[src/rtl/booth_pp_decoder.sv]
// Radix-4 Booth partial-product generator: selects 0/y/2y, optionally negates,
// and registers the W-bit result with a valid flag.
module booth_pp_decoder #(
    parameter int unsigned W = 8
) (
    input  logic         clk,
    input  logic         rst,
    input  logic         in_valid,
    input  logic [2:0]   sdn,
    input  logic [W-1:0] y,
    output logic         out_valid,
    output logic [W-1:0] pp
);

    logic [W:0]   p;
    logic [W-1:0] ppn;
    logic [W:0]   seen_one;
    logic [W-1:0] res;

    logic [W-1:0] pp_q, pp_d;
    logic         valid_q, valid_d;

    assign p = {y, 1'b0};

    // Bitwise select: 11x codes OR y and 2y together rather than adding them.
    always_comb begin
        ppn = '0;
        for (int unsigned j = 0; j < W; j++) begin
            ppn[j] = (sdn[1] & p[j]) | (sdn[2] & p[j+1]);
        end
    end

    // Two's-complement negation without a carry chain: keep bits up to and
    // including the lowest set bit, invert everything above it.
    always_comb begin
        seen_one    = '0;
        res         = '0;
        for (int unsigned j = 0; j < W; j++) begin
            res[j]        = ppn[j] ^ (sdn[0] & seen_one[j]);
            seen_one[j+1] = seen_one[j] | ppn[j];
        end
    end

    always_comb begin
        valid_d = in_valid;
        pp_d    = pp_q;
        if (in_valid) begin
            pp_d = res;
        end
    end

    always_ff @(posedge clk) begin
        if (rst) begin
            pp_q    <= '0;
            valid_q <= 1'b0;
        end else begin
            pp_q    <= pp_d;
            valid_q <= valid_d;
        end
    end

    assign pp        = pp_q;
    assign out_valid = valid_q;

endmodule

[config.mk]
export PLATFORM = sky130hd
export DESIGN_NAME = booth_pp_decoder
export DESIGN_NICKNAME = d
export VERILOG_FILES = /design/src/rtl/booth_pp_decoder.sv
export SDC_FILE = /design/constraint.sdc
export NUM_CORES = 1
export LEC_CHECK = 0
export ABC_AREA = 0
export ABC_CLOCK_PERIOD_IN_PS = 2500
export BUFFER_PORTS_ARGS = -buffer_cell sky130_fd_sc_hd__buf_2
export CAP_MARGIN = 20
export CORE_AREA = 2 2 43 45
export DETAILED_ROUTE_END_ITERATION = 7
export DIE_AREA = 0 0 45 47
export GPL_ROUTABILITY_DRIVEN = 1
export GPL_TIMING_DRIVEN = 0
export PLACE_DENSITY = 0.73
export SLEW_MARGIN = 20
export SYNTH_ARGS = -nofsm -noshare
export SYNTH_HDL_FRONTEND = slang
export SYNTH_SLANG_ARGS = --single-unit
[constraint.sdc]
create_clock -name clk -period 2.5 [get_ports clk]
set_input_delay 0.5 -clock clk [delete_from_list [all_inputs] [get_ports clk]]
set_output_delay 0.5 -clock clk [all_outputs]
set_load 0.1 [all_outputs]
== Yosys cells after proc, flatten, opt, wreduce, memory -nomap -nowiden ==
Cells that the tools add are included.

* Bitwise logic cells: 42

{| class="wikitable"
|+ Operators with widths
! cell !! count
|-
| 1-bit AND || 22
|-
| 1-bit OR || 13
|-
| 1-bit XOR || 7
|}

* Bits of input ports: 14
* Output and inout bits: 9
* Register bits: 9

== Depth between registers and ports, before layout ==
Gate-level depths: netlist of the first run.

* Depth after elaboration: 10
* Depth in mapped cells: 6

== Worst setup path after synthesis of the first run ==
Ideal clock, no wire load.

* Kind: input port to flip-flop
* From: input y[1]
* To: register pp_q[6], in the netlist pp[6]
* Data required time: 2370 ps
* Cell stages on the path: 6
* Library setup time: 130 ps
* Slack: 514 ps
* Data arrival time: 1856 ps
* Path through: clkbuf_2 -> or4_4 -> buf_2 -> or3_1 -> a31oi_1 -> a311oi_1

* Cells in the longest elaborated chain, start to end: 9
* Elaborated cells on any way between the ends: 11

{| class="wikitable"
|+ RTL lines
! element !! RTL line !! source
|-
| from (decl) || 10 || <nowiki>input logic [W-1:0] y,</nowiki>
|-
| 1-bit AND || 29 || <nowiki>ppn[j] = (sdn[1] & p[j]) | (sdn[2] & p[j+1]);</nowiki>
|-
| 1-bit OR || 29 ||
|-
| 1-bit OR || 40 || <nowiki>seen_one[j+1] = seen_one[j] | ppn[j];</nowiki>
|-
| 1-bit OR (*) (4 in series) || 40 ||
|-
| 1-bit AND (*) || 39 || <nowiki>res[j] = ppn[j] ^ (sdn[0] & seen_one[j]);</nowiki>
|-
| 1-bit XOR (*) || 39 ||
|-
| to (signal assigned) || 57 || <nowiki>pp_q <= pp_d;</nowiki>
|-
| to (decl) || 20 || <nowiki>logic [W-1:0] pp_q, pp_d;</nowiki>
|}

Mark *: on every way between the ends. The rest lies on a longest branch, timed or not.
A chain may end at the register's enable or synchronous reset.

== Worst setup path in the final report of the first run ==
* From: input y[2]
* To: register pp_q[7], in the netlist pp[7]

The elaborated chain is that of the path after synthesis.

==> results by group, run 1 <==
Worst hold path
  – Tightest Hold Check Type: reg2reg
  – Worst Hold Depth: 2

Worst setup path
  – Max incr delay on CP: approximately 0.6 ns
  – CP Max Fanout: 8
  – Critical Path Source Type: primary input
  – Critical path, cell by cell: clkbuf_1, or4_4, a2111oi_0, or4_1, o311ai_1
  – CP max stage cell: a2111oi_0
  – Setup CP Type: in2reg
  – Data required, critical path: roughly 2.6 ns
  – R2R cell count: 3
  – Worst setup EP type: flop
  – CP Data Arrival Time: around 2.1 ns

Drt
  – Final ANT Viol Nets: 0
  – WL/cell: 12.8 um
  – DRT iter0 DRCs: 37
  – Vias after detailed routing: 868
  – Final WL: around 1.8 mm
  – Iteration count of the initial detailed-routing pass: 6
  – Vias per Instance: around 6.1
  – Drt drc: 0

Global routing
  – GRT overflow: 0
  – Largest net degree at the start of global routing: 11
  – GR Util All Layers: 0.174
  – First-pass GRT wire length: ~2.8 mm
  – Initial antenna violation count: 0
  – Vias in the first global route: 681

Floorplan
  – Die Wd: about 45 um
  – Die footprint: ~2100 um^2
  – IO Pins: 23
  – Core area: approximately 1700 um^2
  – Cell Rows: 15
  – Starting Density: 0.473
  – Die Ht: around 47 um

Final layout
  – Commonest non-fill, non-tap cell in the layout: buf_2
  – Share of cells above drive strength 1: 0.198
  – Final net count: about 140
  – Number of fill cells: 169
  – ANT cells: 0
  – Final core utilization: 0.550
  – Most frequent cells in the layout: buf_2 (17), clkbuf_1 (11), dfxtp_1 (9), nand2_1 (7), nor2_1 (7)
  – Design Area, Final: approximately 910 um^2
  – Syn-to-layout area delta: 16.3%

Timing
  – Tmin final: slightly below 2 ns
  – Layout Skew: 0 ns
  – Worst-Margin Slew: roughly 0.62 ns
  – RSZ-0062 raised after global routing: no
  – Rel. slew slack: 0.573
  – Final worst slack: 0.544 ns
  – Final setup TNS: 0 ns
  – Final Max Tran Viols: 0
  – Period utilization: 0.782
  – Fin. Hold Viols: 0
  – Max Fclk: ~510 MHz
  – Setup violators final: 0

Power
  – Total Power: ~0.44 mW
  – Sw Ratio: 0.409
  – Pwr Density: 485 nW/um^2
  – Seq pwr share: 0.357
  – P_int: 0.260 mW
  – Comb pwr share: 0.398
  – Clk network pwr share: 0.245
  – Maximum VDD drop: between 200 and 250 uV
  – Psw: 0.181 mW
  – Static leakage: roughly 0.37 nW

Clocking
  – Hold-fix buffers, CTS: 0
  – CTS tree: built
  – Buffers inserted by post-CTS timing repair: 0
  – Clk sinks: 9
  – CTS Root Cell: clkbuf_4
  – Clk Latency, worst-skew pair: roughly 0.25 ns
  – Reg clk slew, reported paths: roughly 0.060 ns
  – H-tree levels: 1
  – CTS Buf Count: 3
  – Clock Path Buffers: 2
  – CTS resizes: 0

Synth
  – Synthesized flop and latch total: 9
  – Main synth FF type: dfxtp_1
  – Syn Nets: 120
  – Synth Instances: between 100 and 150
  – Synth Warn #: 0
  – Post-synth EDFFs: 0
  – Unique cell type count in the Yosys netlist: 46
  – Post-synth ARST share: 0
  – Syn avg cell area: ~7.4 um^2
  – Sequential-to-total area share from yosys stat: 0.231
  – Cell Area, Synth: slightly below 800 um^2

Placed design
  – Port bufs: 16
  – DP HPWL: between 1 and 1.5 mm
  – Place WS: around 0.27 ns
  – Placed cell areas: 882 um^2
  – Gp weighted congestion: ~0.83

Flow run
  – # Max-Cap Violations: 0

Run status
  – Status: finished clean
per-layer routing:
metal	routed length, um	global-route usage
met1	835	0.242
met2	833	0.274
met3	152	0.0154
met4	10	0.0765
met5	0	0
cell families after synthesis:
logic type,Yosys count,synth area share
and+or+nand+nor,37,0.271
buffers and inverters,19,0.104
DFF,9,0.231
muxes,2,0.0272
AOI/OAI and AO/OA,39,0.367
final timing paths:
path,end,slack (ns),from
worst max-delay path,pp[7],0.54,y[2]
worst min-delay path,pp[0],0.47,pp[0]
worst max register to register,pp[3],1.73,pp[3]
worst min register to register,pp[0],0.47,pp[0]
Yosys cell counts, types with 2 or more instances:
master     n  share of area
a21oi_1    5          0.032
o31ai_1    3          0.029
nand2b_1   5          0.040
o21ai_0    6          0.038
a311oi_1   3          0.034
nand2_1    7          0.034
o21bai_1   2          0.019
inv_1      5          0.024
a31oi_1    3          0.024
or3_1      3          0.024
and3_1     2          0.016
a32oi_1    2          0.022
nor2b_1    3          0.024
nand3b_1   2          0.019
dfxtp_1    9           0.23
clkbuf_1  10          0.048
nor2_1     7          0.034
power by group through the flow:
| stage | clock [mW] | combinational [mW] | sequential [mW] |
|---|---|---|---|
| 2_1_floorplan | 0 | 0.0689 | 0.233 |
| 3_3_place_gp | 0 | 0.173 | 0.160 |
| 3_5_place_dp | 0 | 0.174 | 0.161 |
| 4_1_cts | 0.111 | 0.175 | 0.158 |
| 5_1_grt | 0.115 | 0.186 | 0.159 |
| 6_report | 0.108 | 0.175 | 0.157 |
critical path, delay by kind of cell:
family	cells	cell delay [ns]
AND/OR/NAND/NOR	2	0.73
AO/OA/AOI/OAI	2	0.68
buffers and inverters	1	0.17
per-stage QoR:
| step | std cells | hold slack [ns] |
|---|---|---|
| after floorplan | 106 | 0.631 |
| after global placement | 139 | 0.453 |
| after detailed placement | 139 | 0.466 |
| after CTS | 143 | 0.473 |
| after global routing | 143 | 0.517 |
| final | 143 | 0.473 |
registers in the layout (all words and copies together) (netlist names):
register   flops
out_valid      1
pp             8
cell type report:
class	count	area (um^2)	area share
plain buffers	14	62.6	0.0689
clock buffers	4	26.3	0.0289
inverters	5	18.8	0.0207
multi-input cells	78	519	0.572
flip-flops and latches	9	180	0.198
well taps	17	21.3	0.0234
repair buffers	16	80.1	0.0882
Note: power is estimated with default switching activity, not from simulation.
==> run 2, diff against run 1 <==
--- a/config.mk
+++ b/config.mk
@@ -6,15 +6,15 @@
 export NUM_CORES = 1
 export LEC_CHECK = 0
 export ABC_AREA = 0
-export ABC_CLOCK_PERIOD_IN_PS = 2500
+export ABC_CLOCK_PERIOD_IN_PS = 1760
 export BUFFER_PORTS_ARGS = -buffer_cell sky130_fd_sc_hd__buf_2
 export CAP_MARGIN = 20
-export CORE_AREA = 2 2 43 45
+export CORE_AREA = 2 2 45 47
 export DETAILED_ROUTE_END_ITERATION = 7
-export DIE_AREA = 0 0 45 47
+export DIE_AREA = 0 0 47 49
 export GPL_ROUTABILITY_DRIVEN = 1
 export GPL_TIMING_DRIVEN = 0
-export PLACE_DENSITY = 0.73
+export PLACE_DENSITY = 0.7
 export SLEW_MARGIN = 20
 export SYNTH_ARGS = -nofsm -noshare
 export SYNTH_HDL_FRONTEND = slang
==> constraint.sdc (replaced) <==
create_clock -name clk -period 1.76 [get_ports clk]
set_input_delay 0.352 -clock clk [delete_from_list [all_inputs] [get_ports clk]]
set_output_delay 0.352 -clock clk [all_outputs]
set_load 0.1 [all_outputs]
==> run 2 against run 1 <==
Sequential share of layout area decreased by 0.45 points. Non-clock buffer count unchanged. Utilization decreased by 4.5 points. Clock power increased by 43%. Final area increased by 2.3%. First-iteration DRC count decreased by 22%. Global-route usage increased by 0.58 points. Worst hold slack got worse by 0.065 ns. Combinational power increased by 43%. Via count increased by 0.58%. Clock-buffer cell count unchanged. Total power increased by 43%. Highest routed layer unchanged.
==> results by group, run 2 (synthesis results as in run 1) <==
Timing
  – Max Fclk: ~600 MHz
  – Final Max Tran Viols: 0 (unchanged)
  – Worst-Margin Slew: 0.485 ns (-0.139 ns)
  – Layout Skew: 0 ns (unchanged)
  – Worst Hold Margin: 0.408 ns (-0.0650 ns)
  – Setup violators final: 0 (unchanged)
  – Fin. Hold Viols: 0 (unchanged)
  – Tmin final: roughly 1.7 ns
  – RSZ-0062 raised after global routing: no
  – Period utilization: 0.948
  – Rel. slew slack: 0.679 (+0.105)

Worst setup path
  – Worst setup EP type: flop
  – Max incr delay on CP: 0.54 ns (-0.06 ns)
  – Top delay family on crit path: simple AND/OR/NAND/NOR gates
  – Worst r2r src: pp[3]
  – CP Data Arrival Time: 1.80 ns (-0.29 ns)
  – Setup CP Type: in2reg
  – Critical path, cell by cell: buf_2, or4_4, a2111oi_1, or4_1, o311ai_1
  – Data required, critical path: 1.89 ns (-0.74 ns)
  – Critical Path Source Type: primary input
  – CP max stage cell: or4_4
  – Launch point of the worst path: y[3]
  – Buf/Inv on CP: 1 (unchanged)
  – CP Max Fanout: 6 (-2)

Clocking
  – Clock Path Buffers: 2 (unchanged)
  – CTS Buf Count: 3 (unchanged)
  – Clk sinks: 9 (unchanged)
  – CTS resizes: 0 (unchanged)
  – CTS tree: built
  – H-tree levels: 1 (unchanged)
  – Hold-fix buffers, CTS: 0 (unchanged)
  – Buffers inserted by post-CTS timing repair: 0 (unchanged)
  – Clk Latency, worst-skew pair: 0.26 ns (about the same)
  – CTS Root Cell: clkbuf_4
  – Reg clk slew, reported paths: 0.06 ns (about the same)

Final layout
  – Largest register FFs: 8 (unchanged)
  – Share of cells above drive strength 1: 0.206 (+0.00794)
  – ANT cells: 0 (unchanged)
  – Commonest non-fill, non-tap cell in the layout: buf_2
  – Final core utilization: 0.505 (-0.0452)
  – Cell Count, Final, Fillers Out: 153 (+7.0%)
  – Design Area, Final: 930 um^2 (+2.3%)
  – Final net count: 141 (unchanged)
  – Syn-to-layout area delta: 19.1%
  – Most frequent cells in the layout: buf_2 (16), clkbuf_1 (10), dfxtp_1 (9), nand2_1 (7), nor2_1 (7)
  – Number of fill cells: 195 (+15%)

Floorplan
  – Die Wd: 47 um (+4.4%)
  – Starting Density: 0.424 (-0.0488)
  – Core area: 1840 um^2 (+12%)
  – IO Pins: 23 (unchanged)
  – Die Ht: 49 um (+4.3%)
  – Cell Rows: 16 (+1)
  – Die footprint: 2300 um^2 (+8.9%)

Flow run
  – # Max-Cap Violations: 0 (unchanged)

Power
  – Maximum VDD drop: 344 uV (+67%)
  – Pwr Density: 677 nW/um^2 (+39%)
  – Total Power: 0.629 mW (+43%)
  – Static leakage: 0.381 nW (+1.7%)

Drt
  – Final WL: 1.90 mm (+3.5%)
  – Iteration count of the initial detailed-routing pass: 5 (-1)
  – Drt drc: 0 (unchanged)
  – Final ANT Viol Nets: 0 (unchanged)
  – WL/cell: 12.4 um (-3.3%)
  – Vias after detailed routing: 873 (+0.58%)
  – DRT iter0 DRCs: 29 (-22%)
  – Vias per Instance: 5.71 (-6.0%)

Global routing
  – GR Util All Layers: 0.180 (+0.00577)
  – Initial antenna violation count: 0 (unchanged)
  – GRT overflow: 0 (unchanged)
  – Vias in the first global route: 705 (+3.5%)
  – First-pass GRT wire length: 3.17 mm (+13%)
  – Largest net degree at the start of global routing: 11 (unchanged)

Worst hold path
  – Hold path start: y[0]
  – Tightest Hold Check Type: in2reg

Placed design
  – Placed cell areas: 903 um^2 (+2.4%)
  – Gp weighted congestion: 0.853 (+2.7%)
  – Port bufs: 16 (unchanged)
  – DP Cell Count: 149 (+7.2%)
  – DP HPWL: 1.44 mm (+2.2%)

Run status
  – Status: finished clean
[run 2: final timing paths]
check        endpoint  slack, ns  depth (start not counted)
min             pp[0]       0.41                          3
min reg2reg     pp[0]       0.47                          2
max             pp[7]       0.09                          5
max reg2reg     pp[3]       0.98                          3
[run 2: per-stage QoR]
stage / setup slack, ns / TNS (ns)
after global routing: 0.000600 / 0
after floorplan: -0.0465 / -0.0656
after detailed placement: -0.146 / -0.503
after CTS: 0.120 / 0
after global placement: -0.145 / -0.416
final: 0.0924 / 0
[run 2: worst min-delay path, delay by kind of cell]
| family | cells | cell delay, ns |
|---|---|---|
| buf+inv | 1 | 0.11 |
| simple gates | 1 | 0.09 |
| compound gates | 1 | 0.06 |
[run 2: area by class of cell]
type	instances	area, um^2	share of cell area
tap	27	33.8	0.0363
clock buffer	4	26.3	0.0283
sequential	9	180	0.194
buffer	14	70.1	0.0754
timing repair buffer	16	80.1	0.0861
inverter	5	18.8	0.0202
multi-input combinational	78	520	0.560
[run 2: routing by layer]
layer	GRT usage	part of all wire
met5	0	0
met4	0.0556	0.011
met3	0.0111	0.061
met2	0.276	0.45
met1	0.261	0.48
[run 2: where the power goes]
| group | switching [mW] | leakage, nW | internal, mW |
|---|---|---|---|
| registers | 0.00604 | 0.0744 | 0.218 |
| logic | 0.185 | 0.292 | 0.0660 |
| clock network | 0.0668 | 0.0150 | 0.0870 |
| total | 0.258 | 0.381 | 0.371 |
==> run 3, diff against run 2 <==
==> constraint.sdc (replaced) <==
create_clock -name clk -period 1.76 [get_ports clk]
set_input_delay 0 -clock clk [delete_from_list [all_inputs] [get_ports clk]]
set_output_delay 0 -clock clk [all_outputs]
set_load 0.1 [all_outputs]
==> run 3 against run 2 <==
Clock-buffer cell count did not move. Cell count unchanged. Final area fell by 0.94%. Combinational power hardly changed. Highest routed layer unchanged. Worst hold slack worse by 0.36 ns. Largest cell class unchanged. Flip-flop and latch count stayed put. Fmax grew 18%. Clock skew did not move.
==> results by group, run 3 (synthesis results as in run 1) <==
Final layout
  – Design Area, Final: 921 um^2 (-0.94%)
  – Number of fill cells: 207 (+6.2%)
  – ANT cells: 0 (unchanged)
  – Cell Count, Final, Fillers Out: 153 (unchanged)
  – Largest register FFs: 8 (unchanged)
  – Share of cells above drive strength 1: 0.198 (-0.00794)
  – Final net count: 141 (unchanged)
  – Commonest non-fill, non-tap cell in the layout: buf_2
  – Final core utilization: 0.500 (-0.00475)
  – Syn-to-layout area delta: 17.9%
  – Most frequent cells in the layout: buf_2 (17), clkbuf_1 (11), dfxtp_1 (9), nand2_1 (7), nor2_1 (7)

Worst setup path
  – Setup CP Type: in2reg
  – Worst setup EP type: flop
  – Critical Path Source Type: primary input
  – CP Data Arrival Time: 1.55 ns (-0.25 ns)
  – Data required, critical path: 1.89 ns (about the same)
  – Worst R2R End: pp[3]
  – Reg2Reg Setup Slack: 1.01 ns (+0.03 ns)
  – Worst r2r src: pp[3]
  – CP Max Fanout: 8 (+2)
  – R2R cell count: 3 (unchanged)
  – Launch point of the worst path: y[2]

Global routing
  – GR Util All Layers: 0.173 (-0.00617)
  – GRT overflow: 0 (unchanged)
  – Initial antenna violation count: 0 (unchanged)
  – Vias in the first global route: 734 (+4.1%)
  – First-pass GRT wire length: 3.06 mm (-3.3%)
  – Largest net degree at the start of global routing: 11 (unchanged)

Timing
  – Setup violators final: 0 (unchanged)
  – Layout Skew: 0 ns (unchanged)
  – RSZ-0062 raised after global routing: no
  – Final worst slack: 0.346 ns (+0.254 ns)
  – Final Max Tran Viols: 0 (unchanged)
  – Fin. Hold Viols: 0 (unchanged)
  – Worst Hold Margin: 0.0513 ns (-0.356 ns)
  – Worst-Margin Slew: 0.594 ns (+0.109 ns)
  – Final setup TNS: 0 ns (unchanged)
  – Max Fclk: 707 MHz (+18%)
  – Period utilization: 0.803 (-0.144)
  – Tmin final: 1.41 ns (-0.254 ns)
  – Rel. slew slack: 0.593 (-0.0853)

Floorplan
  – Die Ht: 49 um (unchanged)
  – Die Wd: 47 um (unchanged)
  – Core area: 1840 um^2 (unchanged)
  – Cell Rows: 16 (unchanged)
  – Die footprint: 2300 um^2 (unchanged)
  – IO Pins: 23 (unchanged)
  – Starting Density: 0.424 (unchanged)

Placed design
  – DP HPWL: 1.51 mm (+5.1%)
  – Port bufs: 16 (unchanged)
  – Place WS: 0.120 ns (+0.266 ns)
  – DP Cell Count: 149 (unchanged)
  – Gp weighted congestion: 0.884 (+3.6%)
  – Placed cell areas: 895 um^2 (-0.97%)

Power
  – Total Power: 0.629 mW (about the same)
  – Pwr Density: 683 nW/um^2 (+0.92%)
  – Static leakage: 0.375 nW (-1.7%)
  – Maximum VDD drop: 210 uV (-39%)

Clocking
  – CTS Buf Count: 3 (unchanged)
  – Reg clk slew, reported paths: 0.06 ns (about the same)
  – Clk Latency, worst-skew pair: 0.25 ns (about the same)
  – CTS Root Cell: clkbuf_4
  – CTS tree: built
  – H-tree levels: 1 (unchanged)
  – Clk sinks: 9 (unchanged)
  – CTS resizes: 0 (unchanged)
  – Clock Path Buffers: 2 (unchanged)
  – Buffers inserted by post-CTS timing repair: 0 (unchanged)
  – Hold-fix buffers, CTS: 0 (unchanged)

Drt
  – DRT iter0 DRCs: 16 (-45%)
  – Drt drc: 0 (unchanged)
  – Vias per Instance: 5.78 (+1.4%)
  – Final WL: 1.94 mm (+2.5%)
  – Iteration count of the initial detailed-routing pass: 4 (-1)
  – WL/cell: 12.7 um (+2.5%)
  – Final ANT Viol Nets: 0 (unchanged)
  – Vias after detailed routing: 885 (+1.4%)

Worst hold path
  – Tightest Hold Check Type: in2reg
  – Worst Hold Depth: 3 (unchanged)
  – Hold Path Sink: pp[0]
  – Hold path start: y[0]

Flow run
  – # Max-Cap Violations: 0 (unchanged)

Run status
  – Status: finished clean
## run 3: cell counts in the layout (fill, tap and decap cells not counted)
Identical to the previous run, type by type.
## run 3: worst max-delay path by stage
stage	to	slack, ns
global placement	pp[7]	0.13
floorplan	pp[6]	0.27
global route	pp[7]	0.29
CTS	pp[7]	0.40
detailed placement	pp[7]	0.12
finish	pp[7]	0.35
## run 3: final cells by class
type                            count  area [um^2]  area share
Multi-Input combinational cell     78          519       0.564
Sequential cell                     9          180       0.196
Tap cell                           27         33.8      0.0367
Timing Repair Buffer               16         80.1      0.0870
Clock buffer                        4         26.3      0.0285
Buffer                             14         62.6      0.0679
Inverter                            5         18.8      0.0204
## run 3: report_power, final
| group | switching, mW | leakage (nW) | internal [mW] |
|---|---|---|---|
| logic | 0.186 | 0.285 | 0.0650 |
| clock network | 0.0675 | 0.0150 | 0.0871 |
| registers | 0.00561 | 0.0744 | 0.218 |
## run 3: layer usage
metal,vias to the layer above,routed length [um],GRT usage
met5,-,0,0
met4,0,44,0.0833
met3,9,77,0.0148
met2,32,902,0.269
met1,406,919,0.233
li1,438,-,-
## run 3: critical path, cell delays in order
cell       delay (ns)
clkbuf_1         0.16
or4_4            0.53
a2111oi_0        0.57
or4_1            0.21
o311ai_1         0.08
